File: config.mk
export PLATFORM = sky130hd
export DESIGN_NAME = instruction_encode
export DESIGN_NICKNAME = d
export VERILOG_FILES = /design/src/rtl/instruction_encode.sv
export SDC_FILE = /design/constraint.sdc
export NUM_CORES = 1
export LEC_CHECK = 0
export ABC_AREA = 1
export BUFFER_PORTS_ARGS = -buffer_cell sky130_fd_sc_hd__buf_4
export CORE_MARGIN = 2
export CORE_UTILIZATION = 48
export CTS_CLUSTER_DIAMETER = 120
export CTS_CLUSTER_SIZE = 8
export DETAILED_ROUTE_END_ITERATION = 7
export GPL_ROUTABILITY_DRIVEN = 0
export GPL_TIMING_DRIVEN = 0
export HOLD_SLACK_MARGIN = 0.05
export PLACE_DENSITY = 0.81
export SETUP_SLACK_MARGIN = 0.3
export SLEW_MARGIN = 20
export SYNTH_ARGS = -nofsm -noshare
export SYNTH_HDL_FRONTEND = slang
export SYNTH_SLANG_ARGS = --single-unit
File: constraint.sdc
create_clock -name clock -period 2.11 [get_ports clock]
set_input_delay 0.633 -clock clock [delete_from_list [all_inputs] [get_ports clock]]
set_output_delay 0.633 -clock clock [all_outputs]
set_load 0.03 [all_outputs]
File: src/rtl/instruction_encode.sv
// RV32I field-bundle to instruction-word encoder with a sequential imem write port.
// A one-deep output register with a valid/ready handshake and an auto-incrementing word address.
module instruction_encode #(
  parameter int          ADDR_WIDTH = 8,
  parameter int unsigned BASE_ADDR  = 0
) (
  input  logic                  clock,
  input  logic                  reset,
  input  logic                  clear,
  input  logic                  in_valid,
  output logic                  in_ready,
  input  logic [6:0]            opcode,
  input  logic [4:0]            rd,
  input  logic [4:0]            rs1,
  input  logic [4:0]            rs2,
  input  logic [2:0]            func3,
  input  logic [6:0]            func7,
  input  logic [31:0]           imm,
  output logic                  out_valid,
  input  logic                  out_ready,
  output logic [ADDR_WIDTH-1:0] out_addr,
  output logic [31:0]           out_instr,
  output logic [ADDR_WIDTH:0]   count,
  output logic                  illegal
);

  localparam logic [ADDR_WIDTH-1:0] BASE = ADDR_WIDTH'(BASE_ADDR);

  localparam logic [6:0] OP_R      = 7'b0110011;
  localparam logic [6:0] OP_IMM    = 7'b0010011;
  localparam logic [6:0] OP_LOAD   = 7'b0000011;
  localparam logic [6:0] OP_JALR   = 7'b1100111;
  localparam logic [6:0] OP_STORE  = 7'b0100011;
  localparam logic [6:0] OP_BRANCH = 7'b1100011;
  localparam logic [6:0] OP_LUI    = 7'b0110111;
  localparam logic [6:0] OP_AUIPC  = 7'b0010111;
  localparam logic [6:0] OP_JAL    = 7'b1101111;
  localparam logic [31:0] NOP      = 32'h0000_0013;

  function automatic logic [31:0] encode_word(
    input logic [6:0]  op,
    input logic [4:0]  f_rd,
    input logic [4:0]  f_rs1,
    input logic [4:0]  f_rs2,
    input logic [2:0]  f3,
    input logic [6:0]  f7,
    input logic [31:0] im
  );
    logic [31:0] w;
    w = '0;
    case (op)
      OP_R:                     w = {f7, f_rs2, f_rs1, f3, f_rd, op};
      OP_IMM, OP_LOAD, OP_JALR: w = {im[11:0], f_rs1, f3, f_rd, op};
      OP_STORE:                 w = {im[11:5], f_rs2, f_rs1, f3, im[4:0], op};
      OP_BRANCH:                w = {im[12], im[10:5], f_rs2, f_rs1, f3, im[4:1], im[11], op};
      OP_LUI, OP_AUIPC:         w = {im[31:12], f_rd, op};
      OP_JAL:                   w = {im[20], im[10:1], im[11], im[19:12], f_rd, op};
      default:                  w = NOP;
    endcase
    return w;
  endfunction

  // Unknown opcodes and odd branch/jump offsets are flagged; the word is still emitted.
  function automatic logic encode_bad(input logic [6:0] op, input logic im0);
    logic bad;
    case (op)
      OP_R, OP_IMM, OP_LOAD, OP_JALR, OP_STORE, OP_LUI, OP_AUIPC: bad = 1'b0;
      OP_BRANCH, OP_JAL:                                          bad = im0;
      default:                                                    bad = 1'b1;
    endcase
    return bad;
  endfunction

  function automatic logic [ADDR_WIDTH:0] sat_inc(input logic [ADDR_WIDTH:0] c);
    return (&c) ? c : c + 1'b1;
  endfunction

  logic                  vld_p1;
  logic [31:0]           instr_p1;
  logic [ADDR_WIDTH-1:0] addr_p1;
  logic [ADDR_WIDTH:0]   count_p1;
  logic                  illegal_p1;
  logic                  accept;
  logic                  retire;

  assign in_ready = (!vld_p1 || out_ready) && !clear;
  assign accept   = in_valid && in_ready;
  assign retire   = vld_p1 && out_ready;

  // Stage p0 -> p1: encode on accept, advance address and count on retire
  always_ff @(posedge clock or negedge reset) begin
    if (!reset) begin
      vld_p1     <= 1'b0;
      instr_p1   <= '0;
      addr_p1    <= BASE;
      count_p1   <= '0;
      illegal_p1 <= 1'b0;
    end else if (clear) begin
      vld_p1     <= 1'b0;
      addr_p1    <= BASE;
      count_p1   <= '0;
      illegal_p1 <= 1'b0;
    end else begin
      if (retire) begin
        addr_p1  <= addr_p1 + 1'b1;
        count_p1 <= sat_inc(count_p1);
      end
      if (accept) begin
        vld_p1     <= 1'b1;
        instr_p1   <= encode_word(opcode, rd, rs1, rs2, func3, func7, imm);
        illegal_p1 <= illegal_p1 | encode_bad(opcode, imm[0]);
      end else if (retire) begin
        vld_p1 <= 1'b0;
      end
    end
  end

  assign out_valid = vld_p1;
  assign out_instr = instr_p1;
  assign out_addr  = addr_p1;
  assign count     = count_p1;
  assign illegal   = illegal_p1;

endmodule

==> results.py, run 1 <==
metrics = {
    "logic_synthesis": {
        "syn_inst": 439,
        "avgSynthCellArea_um2": 6.70,
        "asyncSetResetFlopFracSynth_pct": 100,
        "synth_top_cell_area_share_pct": 43.4,
        "synthXorXnorAreaFrac_pct": 0,
        "yosysWarnings": 0,
        "yosys_most_used_dff": "dfrtp_1",
        "synth_top_family_by_area": "simple AND/OR/NAND/NOR gates",
        "synth_area_leaders": "dfrtp_1, nand2_1, inv_1",
        "synth.area.mux_share_pct": 0,
        "synth-edff-count": 0,
        "netlist_area_um2": 2940,
        "ys_types": 25,
        "synth_fa_ha_area_share_pct": 1.28,
        "synth_compound_area_share_pct": 5.61,
        "syn_nets": 511,
        "synth-seq-cells": 51,
        "ys_seq_area_share_pct": 43.4,
        "synth_most_common_cell": "nand2_1",
        "synth_top_cell_by_area": "dfrtp_1",
        "synthSimpleGateAreaFrac_pct": 42.5,
        "synth_common_cells": "nand2_1, dfrtp_1, inv_1, nor2_1, nand3_1",
    },
    "global_route": {
        "grt_pass1_wl_mm": 13.6,
        "grt_max_degree": 52,
        "grt_pass1_vias": 3181,
        "grt.total_usage_pct": 25.6,
        "antenna_found_initial": 0,
        "grt_overflow": 0,
    },
    "clock_tree": {
        "htreeDepth": 2,
        "cts_max_path_buffers": 2,
        "numCtsBuffers": 5,
        "cts_root_buf": "clkbuf_8",
        "cts_tree": "built",
        "clk_latency_ns": 0.30,
        "clk_pin_slew_ns": 0.10,
        "hold_buffers": 0,
        "clkSinkCount": 51,
    },
    "routing": {
        "wire_per_inst_um": 13.1,
        "drtIter0Drc": 190,
        "drtAntennaViolNets": 0,
        "drc": 0,
        "drt-pass1-iter-count": 5,
        "avgViaCountPerCell": 5.01,
        "wirelength_mm": 8.55,
        "num_vias": 3279,
    },
    "hold_path": {
        "hold_class": "input port to async pin",
    },
    "timing": {
        "drv_slew": 0,
        "fin_crit_sh_pct": 94.0,
        "slew-limit-headroom_pct": 57.3,
        "hold_viol": 0,
        "rsz0062_at_grt": "true",
        "setup_viol": 0,
        "tightest_slew_ns": 0.641,
        "setup-tns-final_ns": 0,
        "fin_ws_ns": 0.126,
        "max_clock_freq_mhz": 504,
        "fin_worst_skew_ns": 0.0136,
        "post-route-min-period_ns": 1.98,
    },
    "pwr": {
        "ir_drop_mv": 0.369,
        "p_leak_nw": 2.42,
        "powerDensity_nw_per_um2": 524,
    },
    "layout": {
        "drive_gt1_share_pct": 31.8,
        "fill_cells": 501,
        "num_antenna_cells": 0,
        "nNetsFinal": 650,
        "syn_to_final_growth_pct": 43.1,
    },
    "die": {
        "die_width_um": 82.3,
        "start_util_pct": 49.7,
        "die_h_um": 82.3,
        "io-pin-count": 121,
        "core_um2": 5920,
        "num_rows": 28,
        "dieArea_um2": 6770,
    },
    "critical_path": {
        "critPathKind": "register to register",
        "start_kind": "register",
        "critical_path_required_ns": 2.30,
        "crit_arrival_ns": 2.17,
        "timing.rr.start": "count[0]",
        "path_max_fanout": 5,
        "critPathCaptureType": "register",
        "r2r_setup_slack_ns": 0.13,
        "r2r.worst_path.cells": 13,
        "rr_endpoint": "count[4]",
    },
    "placed_design": {
        "port_buffers": 120,
        "post-dp-hpwl_mm": 6.31,
        "place_ws_ns": 0.121,
    },
    "job": {
        "cap_violations": 0,
    },
    "run_status": {
        "outcome": "finished, final reports clean",
    },
}
==> metrics by stage <==
step	utilization (%)	hold slack [ns]	total power (W)	cell area, µm²	instances
final	71.1	0.342	0.00221	4210	654
after global routing	71.1	0.373	0.00231	4210	654
after CTS	70.1	0.366	0.00220	4150	651
after detailed placement	66.9	0.470	0.00151	3960	634
after global placement	66.9	0.465	0.00150	3960	634
after floorplan	-	0.337	0.00127	2970	439
==> final cells by class <==
type                       instances  area, µm²  share of cell area, %
buffer                             8       43.8                   1.04
timing repair buffer             132        998                   23.7
multi-input combinational        335       1510                   35.9
sequential                        51       1280                   30.4
inverter                          45        171                   4.07
clock inverter                     2       37.5                  0.892
clock buffer                       6       72.6                   1.72
tap                               75       93.8                   2.23
==> registers in the layout (all words and copies together) (netlist names) <==
| signal | cells |
|---|---|
| out_addr | 8 |
| out_instr | 32 |
| out_valid | 1 |
| illegal | 1 |
| count | 9 |
==> where the power goes <==
group	switching, W	internal [W]	total, W
Combinational	0.000279	0.000209	0.000488
Sequential	0.0000320	0.00102	0.00105
Clock	0.000314	0.000354	0.000668
Total	0.000625	0.00158	0.00221
==> per-layer routing <==
layer / track usage [%] / vias to the layer above / wire (µm)
met5: 0 / - / 0
met4: 8.67 / 0 / 161
met3: 5.54 / 15 / 677
met2: 45.7 / 146 / 4280
met1: 30.3 / 1486 / 3420
li1: - / 1632 / -
==> worst max-delay path by stage <==
stage / from / slack, ns / cells past startpoint / to
floorplan: count[0] / 0.25 / 13 / count[5]
global placement: count[0] / 0.16 / 13 / count[5]
detailed placement: count[0] / 0.12 / 13 / count[5]
CTS: count[0] / 0.18 / 13 / count[4]
global route: count[0] / 0.03 / 13 / count[4]
finish: count[0] / 0.13 / 13 / count[4]
==> kinds of logic after synthesis <==
logic type | Yosys count
simple gates | 300
buf+inv | 53
flops | 51
compound gates | 32
fa+ha+maj | 3
==> worst max-delay path, stage by stage, from the launching register on <==
cell	delay, ns
dfrtp_2	0.40
ha_4	0.15
inv_4	0.04
nor3_4	0.12
nand4_1	0.15
nor2_1	0.17
ha_2	0.22
nor2_4	0.05
nor2_4	0.18
nor3_2	0.08
nand2_1	0.09
nand2_1	0.08
nand2_2	0.08
nor2_2	0.04
==> cells in the final DEF (no fill, tap or decap), drive strengths merged, types with 10 or more instances in the layout <==
cell type  instances
nand2            221
buf              136
dfrtp             51
inv               44
nor2              43
nand3             19
o21ai             19
a21oi             12
nor3              12
clkbuf            10
==> timing repair <==
action	CTS	global route
resized for setup	4	12
gates cloned	0	0
buffers inserted	9	3
setup endpoints to repair	6	9
pin swaps	5	7
No activity file was read; power rests on OpenSTA's default activity.
==> run 2: changes to the inputs <==
--- a/config.mk
+++ b/config.mk
@@ -15,7 +15,7 @@
 export GPL_ROUTABILITY_DRIVEN = 0
 export GPL_TIMING_DRIVEN = 0
 export HOLD_SLACK_MARGIN = 0.05
-export PLACE_DENSITY = 0.81
+export PLACE_DENSITY = 0.8
 export SETUP_SLACK_MARGIN = 0.3
 export SLEW_MARGIN = 20
 export SYNTH_ARGS = -nofsm -noshare
==> results.py, run 2 (synthesis gave the netlist of run 1 again) <==
metrics = {
    "pwr": {
        "p_int_w": 0.00152,
        "p_sw_share_pct": 29.0,
        "power_switching_w": 0.000623,
        "clkPwrFrac_pct": 28.9,
        "ir_drop_mv": 0.313,
        "p_seq_share_pct": 48.9,
        "total_power_w": 0.00215,
        "p_comb_share_pct": 22.2,
        "p_leak_nw": 2.44,
        "powerDensity_nw_per_um2": 508,
    },
    "clock_tree": {
        "numCtsBuffers": 5,
        "clk_latency_ns": 0.30,
        "clkSinkCount": 51,
        "cts_max_path_buffers": 2,
        "cts_tree": "built",
        "htreeDepth": 2,
        "clk_pin_slew_ns": 0.09,
        "cts_root_buf": "clkbuf_8",
    },
    "layout": {
        "regArea_um2": 1280,
        "num_antenna_cells": 0,
        "final_cell_mix": "nand2_1, buf_4, dfrtp_1",
        "largest_reg_flops": 32,
        "multi_input_area_um2": 1510,
        "fill_cells": 504,
        "layout_commonest_cell": "nand2_1",
        "nNetsFinal": 654,
        "syn_to_final_growth_pct": 43.6,
        "drive_gt1_share_pct": 32.1,
    },
    "die": {
        "start_util_pct": 49.7,
        "die_h_um": 82.3,
        "die_width_um": 82.3,
        "io-pin-count": 121,
        "num_rows": 28,
        "dieArea_um2": 6770,
        "core_um2": 5920,
    },
    "critical_path": {
        "timing.rr.start": "count[3]",
        "critPathCaptureType": "register",
        "crit_arrival_ns": 2.05,
        "cp.depth": 10,
        "slowest_delay_ns": 0.40,
        "cp_cell_sequence": "inv_1 > nor3_4 > nand4_1 > nor2_1 > ha_2 > nor2_4 > nor2_4 > inv_2 > a21oi_2 > nor3_2",
        "cpMostUsedCell": "nor2_4",
        "start_kind": "register",
        "critPathKind": "register to register",
        "crit_family": "simple AND/OR/NAND/NOR gates",
        "crit_buf_inv": 2,
        "startpoint": "count[3]",
        "critical_path_required_ns": 2.30,
        "cp_slowest_cell": "dfrtp_2",
        "r2r.worst_path.cells": 10,
        "path_max_fanout": 6,
    },
    "routing": {
        "wire_per_inst_um": 12.2,
        "wirelength_mm": 8.05,
        "drt-pass1-iter-count": 5,
        "num_vias": 3235,
        "drtIter0Drc": 134,
        "drc": 0,
        "avgViaCountPerCell": 4.92,
        "drtAntennaViolNets": 0,
    },
    "timing": {
        "setup-tns-final_ns": 0,
        "slew-limit-headroom_pct": 57.7,
        "max_clock_freq_mhz": 539,
        "fin_worst_skew_ns": 0.0103,
        "post-route-min-period_ns": 1.85,
        "hold_viol": 0,
        "rsz0062_at_grt": "true",
        "drv_slew": 0,
        "fin_crit_sh_pct": 87.9,
        "fin_ws_ns": 0.255,
        "tightest_slew_ns": 0.635,
        "setup_viol": 0,
    },
    "hold_path": {
        "hold_class": "input port to async pin",
    },
    "global_route": {
        "grt_pass1_vias": 3006,
        "grt_max_degree": 52,
        "grt.total_usage_pct": 24.8,
        "antenna_found_initial": 0,
        "grt_pass1_wl_mm": 13.1,
        "grt_overflow": 0,
    },
    "run_status": {
        "outcome": "finished, final reports clean",
    },
    "placed_design": {
        "place_ws_ns": 0.126,
        "post-dp-hpwl_mm": 6.14,
        "port_buffers": 120,
    },
    "job": {
        "cap_violations": 0,
    },
}
-- run 2: final timing paths --
path,to,slack [ns]
max,count[3],0.26
min,out_addr[1],0.34
max reg2reg,count[3],0.26
min reg2reg,out_instr[0],0.48
max in group asynchronous,count[0],1.31
min in group clock,out_instr[0],0.48
-- run 2: power by group through the flow --
stage | Clock, W | Combinational (W) | Sequential [W]
after floorplan | 0 | 0.000124 | 0.00115
after global placement | 0 | 0.000428 | 0.00107
after detailed placement | 0 | 0.000437 | 0.00107
after CTS | 0.000638 | 0.000472 | 0.00105
after global routing | 0.000672 | 0.000520 | 0.00106
final | 0.000620 | 0.000476 | 0.00105
-- run 2: metrics by stage --
step,instances,hold WS [ns],util [%],cell area (µm²)
after floorplan,439,0.337,-,2970
after global placement,634,0.458,66.9,3960
final,658,0.336,71.3,4220
after detailed placement,634,0.462,66.9,3960
after global routing,658,0.392,71.3,4220
after CTS,653,0.367,70.6,4180
-- run 2: layout make-up --
class / instances / share of cell area, %
timing repair buffer: 136 / 24.2
clock inverter: 1 / 0.178
multi-input combinational: 335 / 35.8
sequential: 51 / 30.3
tap: 75 / 2.22
buffer: 8 / 1.04
inverter: 45 / 4.06
clock buffer: 7 / 2.28
-- run 2: layer usage --
metal	global-route usage (%)	routed length, µm	vias up
met5	0	0	-
met4	5.67	96	0
met3	5.33	608	13
met2	43.3	4030	123
met1	31.5	3320	1464
li1	-	-	1635
-- run 2: repair_timing --
action | CTS | global route
setup endpoints to repair | 6 | 9
hold buffers | 0 | 0
resized for setup | 10 | 1
pin swaps | 12 | 9
buffers inserted | 11 | 5
-- run 2: worst register-to-register path, delay by kind of cell (launching register included) --
kind,cells,cell delay (ns)
flip-flops,1,0.40
adder cells (fa/ha/maj),1,0.21
AO/OA/AOI/OAI,1,0.17
buffers and inverters,2,0.19
AND/OR/NAND/NOR,6,0.79
==> run 3: changes to the inputs <==
==> constraint.sdc (replaced) <==
create_clock -name clock -period 1.9 [get_ports clock]
set_input_delay 0.57 -clock clock [delete_from_list [all_inputs] [get_ports clock]]
set_output_delay 0.57 -clock clock [all_outputs]
set_load 0.03 [all_outputs]
==> results.py, run 3 (synthesis gave the netlist of run 1 again) <==
metrics = {
    "die": {
        "die_h_um": 82.3,
        "dieArea_um2": 6770,
        "core_um2": 5920,
        "die_width_um": 82.3,
        "num_rows": 28,
        "io-pin-count": 121,
        "start_util_pct": 49.7,
    },
    "timing": {
        "post-route-min-period_ns": 1.91,
        "fin_ws_ns": -0.0112,
        "setup-tns-final_ns": -0.0112,
        "drv_slew": 0,
        "rsz0062_at_grt": "true",
        "slew-limit-headroom_pct": 57.7,
        "setup_viol": 1,
        "hold_viol": 0,
        "fin_crit_sh_pct": 101,
        "fin_worst_skew_ns": 0.00787,
        "max_clock_freq_mhz": 523,
        "tightest_slew_ns": 0.635,
    },
    "pwr": {
        "p_leak_nw": 2.46,
        "ir_drop_mv": 0.326,
        "powerDensity_nw_per_um2": 553,
    },
    "clock_tree": {
        "clk_pin_slew_ns": 0.09,
        "clk_latency_ns": 0.30,
        "clkSinkCount": 51,
        "cts_max_path_buffers": 2,
        "cts_tree": "built",
        "htreeDepth": 2,
        "hold_buffers": 0,
        "numCtsBuffers": 5,
        "cts_root_buf": "clkbuf_8",
    },
    "global_route": {
        "antenna_found_initial": 0,
        "grt_overflow": 0,
        "grt.total_usage_pct": 25.7,
        "grt_pass1_wl_mm": 13.5,
        "grt_pass1_vias": 3077,
        "grt_max_degree": 52,
    },
    "critical_path": {
        "critPathKind": "register to register",
        "start_kind": "register",
        "crit_arrival_ns": 2.16,
        "critical_path_required_ns": 2.15,
        "path_max_fanout": 6,
        "r2r_setup_slack_ns": -0.01,
        "critPathCaptureType": "register",
    },
    "placed_design": {
        "post-dp-hpwl_mm": 6.24,
        "place_inst": 634,
        "port_buffers": 120,
    },
    "routing": {
        "drtIter0Drc": 120,
        "avgViaCountPerCell": 4.92,
        "wire_per_inst_um": 12.8,
        "wirelength_mm": 8.44,
        "drtAntennaViolNets": 0,
        "drt-pass1-iter-count": 4,
        "num_vias": 3249,
        "drc": 0,
    },
    "layout": {
        "layout_commonest_cell": "nand2_1",
        "drive_gt1_share_pct": 32.8,
        "nNetsFinal": 657,
        "syn_to_final_growth_pct": 45.1,
        "num_antenna_cells": 0,
        "largest_reg_flops": 32,
        "fin_cells": 661,
        "fill_cells": 476,
        "final_cell_mix": "nand2_1, buf_4, dfrtp_1",
    },
    "run_status": {
        "failed_checks": "negative setup slack",
        "outcome": "finished with violations",
    },
    "job": {
        "cap_violations": 0,
    },
    "hold_path": {
        "hold_class": "input port to async pin",
    },
}
run 3: worst max-delay path, stage by stage (launching register included):
cell and delay [ns]:
dfrtp_2 0.41, ha_4 0.15, inv_4 0.04, nor3_4 0.11, nand4_1 0.13, nor2_1 0.15, ha_2 0.21, nor2_4 0.05
nor2_4 0.20, buf_4 0.14, buf_4 0.10, buf_6 0.08, nand2_1 0.04, nand2_1 0.05
run 3: area by class of cell:
type                    instances  area [µm²]  share of cell area (%)
plain buffers                   8        43.8                    1.03
clock buffers                   6        72.6                    1.70
clock inverters                 2        12.5                   0.293
inverters                      45         171                    4.02
multi-input cells             335        1520                    35.7
flip-flops and latches         51        1280                    30.0
well taps                      75        93.8                    2.20
repair buffers                139        1070                    25.1
run 3: per-stage QoR:
| stage | setup WS [ns] | util, % | hold WS (ns) | area (µm²) | power (W) |
|---|---|---|---|---|---|
| final | -0.0112 | 72.1 | 0.278 | 4270 | 0.00236 |
| after global routing | -0.0982 | 72.1 | 0.302 | 4270 | 0.00249 |
| after CTS | 0.0749 | 70.9 | 0.296 | 4200 | 0.00231 |
| after detailed placement | -0.0113 | 67.1 | 0.462 | 3970 | 0.00167 |
| after global placement | 0.0146 | 67.1 | 0.454 | 3970 | 0.00167 |
| after floorplan | 0.0720 | - | 0.274 | 2980 | 0.00141 |
run 3: timing repair:
| action | CTS | global route |
|---|---|---|
| setup buffers | 14 | 5 |
| endpoints found under the setup margin | 10 | 20 |
| gates resized for setup | 9 | 11 |
| pin swaps | 6 | 6 |
run 3: power by group:
part,switching (W),internal [W]
clock,0.000347,0.000258
sequential,0.0000365,0.00113
combinational,0.000324,0.000265
run 3: final timing paths:
kind,startpoint,end,cells past startpoint
hold / removal,reset,out_addr[0],1
setup / recovery,count[0],count[8],13
hold reg to reg,out_instr[1],out_instr[1],1
min in group clock,out_instr[1],out_instr[1],1
max in group asynchronous,reset,count[3],1
setup reg to reg,count[0],count[8],13
run 3: per-layer routing:
metal	global-route usage [%]	vias up	share of wire [%]
met2	45.6	125	50
met4	7.17	0	1.2
met3	5.76	12	7.4
met5	0	-	0
met1	31.2	1473	41
li1	-	1639	-
